[config.mk]
export PLATFORM = sky130hd
export DESIGN_NAME = serial_transition_monitor_flat
export DESIGN_NICKNAME = d
export VERILOG_FILES = /design/src/rtl/serial_transition_monitor_if.sv /design/src/rtl/serial_transition_monitor.sv /design/src/flat_wrapper.sv
export SDC_FILE = /design/constraint.sdc
export NUM_CORES = 1
export LEC_CHECK = 0
export CAP_MARGIN = 0
export CORE_MARGIN = 2
export CORE_UTILIZATION = 51
export CTS_CLUSTER_DIAMETER = 120
export CTS_CLUSTER_SIZE = 10
export DETAILED_ROUTE_END_ITERATION = 7
export DONT_BUFFER_PORTS = 1
export GPL_ROUTABILITY_DRIVEN = 0
export GPL_TIMING_DRIVEN = 0
export PLACE_DENSITY = 0.66
export SLEW_MARGIN = 20
export SYNTH_ARGS = -nofsm -noshare
export SYNTH_HDL_FRONTEND = slang
export SYNTH_SLANG_ARGS = --single-unit
[constraint.sdc]
create_clock -name clk -period 3.6 [get_ports clk]
set_input_delay 0.72 -clock clk [delete_from_list [all_inputs] [get_ports clk]]
set_output_delay 0.72 -clock clk [all_outputs]
set_load 0.01 [all_outputs]
[src/rtl/serial_transition_monitor_if.sv]
// Result drain port of the serial transition monitor: one channel count per
// valid/ready transfer.
interface serial_transition_monitor_if #(
    parameter int CNT_W = 8,
    parameter int CH_W  = 2
);
    logic             res_valid;
    logic             res_ready;
    logic [CH_W-1:0]  res_ch;
    logic [CNT_W-1:0] res_cnt;

    modport master (output res_valid, res_ch, res_cnt, input res_ready);
    modport slave  (input res_valid, res_ch, res_cnt, output res_ready);
endinterface

[src/rtl/serial_transition_monitor.sv]
// Windowed per-channel transition counter: arm, count x^prev over WIN_LEN
// cycles, flag channels at or above threshold, then drain counts one by one.
module serial_transition_monitor #(
    parameter int N_CH    = 4,
    parameter int CNT_W   = 8,
    parameter int WIN_LEN = 16,
    parameter int CH_W    = (N_CH > 1) ? $clog2(N_CH) : 1
) (
    input  logic             clk,
    input  logic             rst,
    input  logic             start,
    input  logic             abort,
    input  logic [N_CH-1:0]  x,
    input  logic [CNT_W-1:0] thresh,
    output logic             busy,
    output logic [N_CH-1:0]  z,
    output logic             done,
    output logic [N_CH-1:0]  alarm,
    serial_transition_monitor_if.master res
);
    localparam int WIN_W = (WIN_LEN > 1) ? $clog2(WIN_LEN) : 1;

    typedef enum logic [1:0] {IDLE, ARM, RUN, DRAIN} state_t;

    state_t           state;
    logic [N_CH-1:0]  prev;
    logic [WIN_W-1:0] win;
    logic [CNT_W-1:0] thr;
    logic [CNT_W-1:0] cnt     [N_CH];
    logic [CNT_W-1:0] cnt_nxt [N_CH];
    logic [N_CH-1:0]  diff;
    logic [N_CH-1:0]  alarm_nxt;
    logic [CH_W-1:0]  ch_nxt;
    logic             last_ch;
    logic             last_win;

    // Counters stick at all-ones instead of wrapping.
    function automatic logic [CNT_W-1:0] sat_inc(input logic [CNT_W-1:0] c,
                                                 input logic inc);
        if (inc && (c != {CNT_W{1'b1}}))
            return c + CNT_W'(1);
        return c;
    endfunction

    assign diff     = x ^ prev;
    assign ch_nxt   = res.res_ch + CH_W'(1);
    assign last_ch  = (res.res_ch == CH_W'(N_CH - 1));
    assign last_win = (win == WIN_W'(WIN_LEN - 1));

    always_comb begin
        alarm_nxt = '0;
        for (int i = 0; i < N_CH; i++) begin
            cnt_nxt[i]   = sat_inc(cnt[i], diff[i]);
            alarm_nxt[i] = (cnt_nxt[i] >= thr);
        end
    end

    always_ff @(posedge clk or posedge rst) begin
        if (rst) begin
            state         <= IDLE;
            busy          <= 1'b0;
            z             <= '0;
            done          <= 1'b0;
            alarm         <= '0;
            res.res_valid <= 1'b0;
            res.res_ch    <= '0;
            res.res_cnt   <= '0;
            prev          <= '0;
            win           <= '0;
            thr           <= '0;
            for (int i = 0; i < N_CH; i++)
                cnt[i] <= '0;
        end else begin
            done <= 1'b0;
            if (abort && (state != IDLE)) begin
                // Abort discards the window: no done, no drain, alarm untouched.
                state         <= IDLE;
                busy          <= 1'b0;
                z             <= '0;
                res.res_valid <= 1'b0;
                res.res_ch    <= '0;
            end else begin
                case (state)
                    IDLE: begin
                        if (start && !abort) begin
                            state <= ARM;
                            busy  <= 1'b1;
                        end
                    end
                    ARM: begin
                        prev  <= x;
                        win   <= '0;
                        thr   <= thresh;
                        state <= RUN;
                        for (int i = 0; i < N_CH; i++)
                            cnt[i] <= '0;
                    end
                    RUN: begin
                        prev <= x;
                        for (int i = 0; i < N_CH; i++)
                            cnt[i] <= cnt_nxt[i];
                        if (last_win) begin
                            // Final comparison feeds alarm and first result directly.
                            state         <= DRAIN;
                            done          <= 1'b1;
                            alarm         <= alarm_nxt;
                            z             <= '0;
                            res.res_valid <= 1'b1;
                            res.res_ch    <= '0;
                            res.res_cnt   <= cnt_nxt[0];
                        end else begin
                            z   <= diff;
                            win <= win + WIN_W'(1);
                        end
                    end
                    DRAIN: begin
                        if (res.res_ready) begin
                            if (last_ch) begin
                                state         <= IDLE;
                                busy          <= 1'b0;
                                res.res_valid <= 1'b0;
                                res.res_ch    <= '0;
                            end else begin
                                res.res_ch  <= ch_nxt;
                                res.res_cnt <= cnt[ch_nxt];
                            end
                        end
                    end
                    default: state <= IDLE;
                endcase
            end
        end
    end
endmodule

[src/flat_wrapper.sv]
// flat-port wrapper written by rule: the top's interface ports become plain ports
module serial_transition_monitor_flat 
#(
    parameter int N_CH    = 4,
    parameter int CNT_W   = 8,
    parameter int WIN_LEN = 16,
    parameter int CH_W    = (N_CH > 1) ? $clog2(N_CH) : 1
)
  (clk, rst, start, abort, x, thresh, busy, z, done, alarm, res_res_valid, res_res_ch, res_res_cnt, res_res_ready);
  serial_transition_monitor_if #(.CNT_W(CNT_W), .CH_W(CH_W)) res_i ();
  input  logic clk;
  input  logic rst;
  input  logic start;
  input  logic abort;
  input  logic [N_CH-1:0] x;
  input  logic [CNT_W-1:0] thresh;
  output logic busy;
  output logic [N_CH-1:0] z;
  output logic done;
  output logic [N_CH-1:0] alarm;
  output wire logic [$bits(res_i.res_valid)-1:0] res_res_valid;
  output wire logic [$bits(res_i.res_ch)-1:0] res_res_ch;
  output wire logic [$bits(res_i.res_cnt)-1:0] res_res_cnt;
  input wire logic [$bits(res_i.res_ready)-1:0] res_res_ready;
  assign res_res_valid = res_i.res_valid;
  assign res_res_ch = res_i.res_ch;
  assign res_res_cnt = res_i.res_cnt;
  assign res_i.res_ready = res_res_ready;
  serial_transition_monitor #(.N_CH(N_CH), .CNT_W(CNT_W), .WIN_LEN(WIN_LEN), .CH_W(CH_W)) u_core (.clk(clk), .rst(rst), .start(start), .abort(abort), .x(x), .thresh(thresh), .busy(busy), .z(z), .done(done), .alarm(alarm), .res(res_i));
endmodule
-- Word level (Yosys, flattened, before mapping)
Index checks and enable logic that the tools add are counted.
- output and inout port bits: 21
- bits in writable memories: 0
- logic and storage cells: 118
- input port bits: 17
- bits in latches: 0
- memories: 0
- ROM bits: 0
- bits in registers: 71
- $mul: 0
- magnitude comparators: 5
- bitwise logic cells: 3
- equal/unequal tests: 17
- shift-type cells: 0
- reductions and logical operators: 25
- add/subtract/negate cells: 6
- multiplexer cells: 47
- div/mod/pow operators: 0
- operators with widths (operator ; count):
    2-to-1 mux 8 bit ; 13
    one-hot mux 32 bit (2 select lines) ; 1
    adder 8 x 1 -> 8 bit (second input constant) ; 4
    greater-or-equal comparator 8 bit ; 4
    != test 8 bit (second input constant) ; 4
    2-to-1 mux 2 bit ; 9
    binary-select mux 8 bit (select 2 bit) ; 1
    2-to-1 mux 4 bit ; 4
    one-hot mux 8 bit (2 select lines) ; 1
    2-to-1 mux 1 bit ; 13
    AND reduction 4 bit ; 3
    != test 3 x 1 -> 1 bit (second input constant) ; 3
    AND reduction 3 bit ; 3
    one-hot mux 2 bit (4 select lines) ; 1
    one-hot mux 4 bit (2 select lines) ; 1
    nonzero test 2 bit ; 4
    equality test 2 bit (second input constant) ; 3
    logical AND 1 bit ; 6
    != test 2 bit (second input constant) ; 3
    AND reduction 2 bit ; 3
    nonzero test 3 bit ; 2
    AND reduction 5 bit ; 1
    adder 4 x 1 -> 4 bit (second input constant) ; 1
    equality test 4 bit (second input constant) ; 1
    13 further kinds ; 14

-- Logic depth before layout (Yosys ltp)
Gate-level depths: netlist (run 1).
- word-level depth: 8
- gate-level depth with buffers: 11
- depth with buffers taken out: 11

-- Worst setup path after synthesis (run 1)
OpenSTA, ideal clock, no wires.
- path kind: input -> register
- from: input port x[2]
- to: register u_core.alarm[2]
- stages: 8
- data arrival time: 2.483 ns
- path buffers: 0
- path slack: 1.035 ns
- path through: xnor2_1 > nor4_2 > nand3_1 > nor2b_1 > ha_1 > nand4_1 > or3_1 > a31oi_1
- longest elaborated chain between the ends: 5
- ends and longest elaborated chain (what ; line ; text):
    start, declared ; flat_wrapper.sv:15 ; input logic [N_CH-1:0] x;
    XOR 4 bit ; serial_transition_monitor.sv:45 ; assign diff = x ^ prev;
    logical AND 1 bit ; serial_transition_monitor.sv:40 ; if (inc && (c != {CNT_W{1'b1}}))
    2-to-1 mux 1 bit ; serial_transition_monitor.sv:40 ;
    2-to-1 mux 8 bit ; serial_transition_monitor.sv:42 ; return c;
    greater-or-equal comparator 8 bit ; serial_transition_monitor.sv:54 ; alarm_nxt[i] = (cnt_nxt[i] >= thr);
    end signal, assigned ; serial_transition_monitor.sv:106 ; alarm <= alarm_nxt;
    end, declared ; serial_transition_monitor.sv:18 ; output logic [N_CH-1:0] alarm,
No other way between the ends.
A chain may end at the register's enable or synchronous reset.

-- Worst setup path after layout (run 1)
- from: register u_core.cnt[8] in the netlist's numbering
- to: register u_core.alarm[2]
- longest elaborated chain between the ends: 5
- elaborated cells between the ends (all ways): 7
- those cells by class: 1 x add/sub; 1 x order compare; 1 x eq/ne; 3 x mux; 1 x reduce/logical
- ends and longest elaborated chain (what ; line ; text):
    start, declared ; serial_transition_monitor.sv:29 ; logic [CNT_W-1:0] cnt [N_CH];
    start signal, assigned by index ; serial_transition_monitor.sv:101 ; cnt[i] <= cnt_nxt[i];
    branches (longest 3 deep; another with adder 8 x 1 -> 8 bit) ; n/a ;
    2-to-1 mux 8 bit * ; serial_transition_monitor.sv:42 ;
    greater-or-equal comparator 8 bit * ; serial_transition_monitor.sv:54 ;
Mark *: on every way between the ends. The select of a mux whose other input is x is not followed.

==> run metrics, run 1 <==
outcome completed; Yosys reg bits 71; CTS Hold Buffers Added 0; drt first pass iters 5; footprint of the multi-input gates 2900 um2; total wire length after detailed routing 12,700 um; clk buf depth 2; synth cell count leaders dfrtp_1 (71), nand2_1 (65), nor2_1 (45), ha_1 (42); clock root buffer clkbuf_8; IO Count 38; I/O Buffers 0; critical path's largest stage delay 0.55 ns; Synth Flop Type dfrtp_1; Syn Inst Count 532; Final ANT Viol Nets 0; Mean Syn Cell Area 9.15 um2; Routed WL per cell 18.7 um; Vias per Instance 5.99; Max Clock Skew 0.00891 ns; first-pass GRT wire length 19,600 um; total power 3.62 mW; Worst path most repeated cell ha_1; Post-CTS Resized 0; most area-consuming cells after synthesis dfrtp_1 (36%), ha_1 (11%), nand2_1 (5.0%); worst slew pin tran 0.793 ns; initial antenna violation count 0; Area growth, synth to finish 9.22%; max-cap viol count 0; GRT Total Usage 25.5%; CP max FO 5; pwr/cell area 682 nW/um2; Crit-path slowest cell or4b_1; FILL cells 819; Setup Fix Bufs, Post-CTS 0; Synth area leader dfrtp_1; CTS sink count 71; total grt overflow 0; # diodes 0; crit end category flop; DR iter-0 viols 244; critical path class reg2reg; final std cells w/o fill 677; Max Clk Rate 0.349 GHz; register area share after synthesis 36.5%; largest family of logic cells by synthesized area simple AND/OR/NAND/NOR gates; Cell Area, Synth 4870 um2; Post-DP HPWL 9450 um; final hold vios 0; Compound-Gate Fraction of Synth Area 17.1%; CP Launch Type flop; Die Footprint 10,300 um2; Final Slew Violations 0; Register Area 1780 um2; Clock Pin Slew Worst Setup and Hold Paths 0.08 ns; largest net degree at the start of global routing 45; Num CTS Buffers 9; CTS tree built; CP top delay family simple AND/OR/NAND/NOR gates; Adder-Cell Fraction of Synth Area 10.8%; core area 9240 um2; NumNets Final 603; setup TNS 0 ns; total placed cells including tap cells 662; critical-path cell list ha_1 -> and2_1 -> nand2_1 -> or4b_1 -> o21a_1 -> ha_1 -> nand4_1 -> or3_1 -> a31oi_1; final setup vio count 0; vias 4,053; Post-Synth XOR/XNOR Area 3.57%; FFs w/ async S/R, synth 100%; warnings from Yosys 0; dpl cell area 5060 um2; Yosys top cell area share 36.5%; layout cells sized above 1 9.49%; crit path DAT 3.15 ns; post-route cell area 5320 um2; Initial Util 52.7%; mux cell area share after synthesis 9.64%; clk_lat worst skew 0.37 ns; VDD IR max 0.319 mV; cell row count 35; vias in the first global route 3,770; RSZ-0062 raised after global routing false; Tightest Hold Check Type in2async; Final period util 79.5%; most frequent cell after synthesis dfrtp_1; simple-gate share of the synthesized area 18.5%; worst rel slew slack 47.0%; # DRC 0; WP data required 3.89 ns; Post-synth EDFFs 0; H-tree depth 3; leak pwr 2.32 nW; die width 102 um; count of cell types in the netlist 55; WP buf/inv 0; minimum clock period 2.86 ns; Syn Nets 591; die span in y 102 um; utilization after layout 57.6%
## layout make-up
cell class,instances,area share [%]
Tap cell,129,3.03
Multi-Input combinational cell,412,54.6
Timing Repair Buffer,1,0.518
Clock buffer,9,2.33
Clock inverter,6,2.52
Sequential cell,71,33.4
Buffer,20,1.51
Inverter,29,2.09
## final timing paths
path	slack, ns	to	cells past startpoint	from
max	0.74	u_core.alarm[2]	9	u_core.cnt[8]
min	0.21	u_core.alarm[0]	1	rst
max reg2reg	0.74	u_core.alarm[2]	9	u_core.cnt[8]
min reg2reg	0.50	u_core.prev[1]	2	u_core.prev[1]
max in group asynchronous	2.85	u_core.cnt[14]	2	rst
min in group clk	0.44	u_core.state[0]	1	abort
## registers in the layout (all words and copies together) (netlist names)
name / flops
u_core.res.res_ch: 2
u_core.busy: 1
u_core.prev: 4
u_core.res.res_cnt: 8
u_core.alarm: 4
u_core.thr: 8
u_core.state: 2
u_core.z: 4
u_core.win: 4
u_core.cnt: 32
u_core.res.res_valid: 1
u_core.done: 1
## stage by stage
stage	hold WS, ns	setup WS [ns]
after floorplan	0.467	1.03
after global placement	0.478	0.200
after detailed placement	0.484	0.646
after CTS	0.224	0.767
after global routing	0.244	0.658
final	0.212	0.737
## cells in the final DEF, fill, tap and decap left out, types with 5 or more instances in the layout
cell type and instances:
o31ai_1 9, nand4_1 8, mux2_2 13, o21ai_0 36
or3_1 11, inv_1 28, a211oi_1 10, a31oi_1 5
nand3_1 17, clkbuf_8 9, dfrtp_1 71, nor2_1 45
nand2_1 65, mux2i_1 14, a22o_1 5, ha_1 42
nand2b_1 7, and3_1 8, o21a_1 5, a21o_1 5
mux4_2 7, nor3_1 5, clkbuf_1 15, a21oi_1 36
xnor2_1 15
## worst register-to-register path, stage by stage (launching register included)
cell	delay, ns
dfrtp_1	0.52
ha_1	0.25
and2_1	0.25
nand2_1	0.12
or4b_1	0.55
o21a_1	0.17
ha_1	0.30
nand4_1	0.08
or3_1	0.38
a31oi_1	0.17
## layer usage
layer,vias to the layer above,global-route usage [%],share of wire (%)
met2,140,40.7,48
met4,0,10.9,2.0
met3,27,4.21,6.1
li1,1949,-,-
met1,1937,34.2,44
met5,-,0,0
## cells by family (layout without fill, tap and decap cells)
kind of cell | Yosys count | count (layout)
compound gates | 130 | 130
xor+xnor | 19 | 19
fa+ha+maj | 42 | 42
buf+inv | 49 | 65
flops | 71 | 71
mux | 35 | 35
simple gates | 186 | 186
## where the power goes
part / internal, mW / total (mW) / switching, mW
registers: 0.957 / 1.12 / 0.166
logic: 0.588 / 1.64 / 1.05
clock network: 0.527 / 0.861 / 0.335
total: 2.07 / 3.62 / 1.55
Note: power is estimated with default switching activity, not from simulation.
==> run 2: changes to the inputs <==
- clock period: 3.6 -> 2.8 ns (I/O delays scaled with it)
==> run metrics, run 2 (synthesis results as in run 1) <==
# diodes 0 (unchanged); final setup vio count 0 (unchanged); largest net degree at the start of global routing 45 (unchanged); Initial Util 52.7% (unchanged); leak pwr 2.34 nW (+0.73%); VDD IR max 0.403 mV (+26%); internal power 2.71 mW (+31%); RSZ-0062 raised after global routing false; Vias per Instance 6.02 (+0.49%); Die Footprint 10,300 um2 (unchanged); Final Slew Violations 0 (unchanged); die width 102 um (unchanged); Max Clk Rate 0.369 GHz (+5.7%); sw frac 42.7% (-0.18 points); critical-path cell list ha_1 -> and2_2 -> nand2_1 -> or4b_1 -> o21a_1 -> ha_1 -> nand4_1 -> or3_1 -> a31oi_1; first-pass GRT wire length 19,600 um (unchanged); total grt overflow 0 (unchanged); vias 4,091 (+0.94%); most frequent cells in the layout dfrtp_1 (67), nand2_1 (65), nor2_1 (45), ha_1 (42); Tightest Hold Check Type in2async; combinational share of power 45.9% (+0.7 points); most common cell after layout, fill and taps aside dfrtp_1; max reg flops 32 (unchanged); P_sw 2.02 mW (+30%); Worst path most repeated cell ha_1; clock root buffer clkbuf_8; WP data required 3.09 ns (-0.80 ns); Max Clock Skew 0.00830 ns (-0.000613 ns); total wire length after detailed routing 12,700 um (+0.40%); IO Count 38 (unchanged); max-cap viol count 0 (unchanged); GRT Total Usage 25.5% (unchanged); H-tree depth 3 (unchanged); worst slew pin tran 0.846 ns (+0.0531 ns); minimum clock period 2.71 ns (-0.154 ns); Area growth, synth to finish 10.5%; worst rel slew slack 43.2% (-3.7 points); Num CTS Buffers 9 (unchanged); Top reg by flops u_core.cnt; utilization after layout 58.2% (+0.68 points); CTS Hold Buffers Added 0 (unchanged); CTS tree built; CTS sink count 71 (unchanged); critical path's largest stage delay 0.54 ns (about the same); CP Launch Type flop; outcome completed; DR iter-0 viols 184 (-25%); # DRC 0 (unchanged); crit end category flop; drt first pass iters 5 (unchanged); CP max FO 5 (unchanged); vias in the first global route 3,770 (unchanged); I/O Buffers 0 (unchanged); Final ANT Viol Nets 0 (unchanged); critical path class reg2reg; setup TNS 0 ns (unchanged); biggest regs u_core.cnt (32), u_core.res.res_cnt (8), u_core.thr (8); initial antenna violation count 0 (unchanged); CP top delay family simple AND/OR/NAND/NOR gates; Routed WL per cell 18.7 um (about the same); pwr/cell area 878 nW/um2 (+29%); clk buf depth 2 (unchanged); core area 9240 um2 (unchanged); clock share of power 23.4% (-0.4 points); WP buf/inv 0 (unchanged); layout cells sized above 1 11.3% (+1.8 points); Final period util 96.7% (+17 points); crit path DAT 3.00 ns (-0.15 ns); NumNets Final 606 (+0.50%); Clock Pin Slew Worst Setup and Hold Paths 0.08 ns (about the same); sequential power share 30.7% (-0.3 points); total power 4.73 mW (+30%); FILL cells 807 (-1.5%); Post-DP HPWL 9450 um (unchanged); cell row count 35 (unchanged); clk_lat worst skew 0.37 ns (about the same); die span in y 102 um (unchanged); Crit-path slowest cell or4b_1; final hold vios 0 (unchanged)
## run 2: layer usage
metal | up-vias | track usage, % | routed length, um
li1 | 1957 | - | -
met1 | 1962 | 34.2 | 5620
met2 | 141 | 40.7 | 5960
met3 | 31 | 4.21 | 766
met4 | 0 | 10.9 | 352
met5 | - | 0 | 0
## run 2: final timing paths
kind                                 from               to  slack (ns)  cells past startpoint
min in group clk                    abort  u_core.state[0]        0.28                      1
max in group asynchronous             rst    u_core.cnt[0]        2.18                      2
max reg2reg                 u_core.cnt[8]  u_core.alarm[2]        0.09                      9
max                         u_core.cnt[8]  u_core.alarm[2]        0.09                      9
min reg2reg                u_core.prev[2]   u_core.prev[2]        0.50                      2
min                                   rst  u_core.alarm[0]        0.05                      1
## run 2: power groups by stage
stage / Sequential [mW] / Clock [mW] / Combinational [mW]
2_1_floorplan: 1.41 / 0 / 1.54
3_3_place_gp: 1.45 / 0 / 2.03
3_5_place_dp: 1.46 / 0 / 2.10
4_1_cts: 1.44 / 1.12 / 2.11
5_1_grt: 1.48 / 1.16 / 2.41
6_report: 1.45 / 1.11 / 2.17
## run 2: through the flow
stage / instance area (um2) / worst slack [ns] / std cells / hold WS (ns)
final: 5380 / 0.0912 / 680 / 0.0523
after global routing: 5380 / 0.0170 / 680 / 0.0835
after CTS: 5320 / 0.0480 / 677 / 0.0640
after detailed placement: 5060 / -0.0136 / 662 / 0.453
after global placement: 5030 / -0.440 / 661 / 0.478
after floorplan: 4870 / 0.325 / 532 / 0.467
## run 2: worst register-to-register path, stage by stage (launching register included)
cell and delay (ns):
dfrtp_2 0.46, ha_1 0.21, and2_2 0.21, nand2_1 0.10, or4b_1 0.54, o21a_1 0.17, ha_1 0.30, nand4_1 0.08
or3_1 0.39, a31oi_1 0.17
## run 2: final cells by class
cell class | instances | area (um2) | share of cell area, %
plain buffers | 20 | 80.1 | 1.49
clock buffers | 9 | 124 | 2.30
clock inverters | 6 | 134 | 2.49
inverters | 29 | 111 | 2.07
multi-input cells | 412 | 2940 | 54.6
flip-flops and latches | 71 | 1780 | 33.1
well taps | 129 | 161 | 3.00
repair buffers | 4 | 50.0 | 0.930
## run 2: what timing repair did
action                     CTS  global route
setup endpoints to repair    1             4
pin swaps                    0             2
hold endpoints to repair     0             0
buffers inserted             0             3
gates resized for setup      1             8
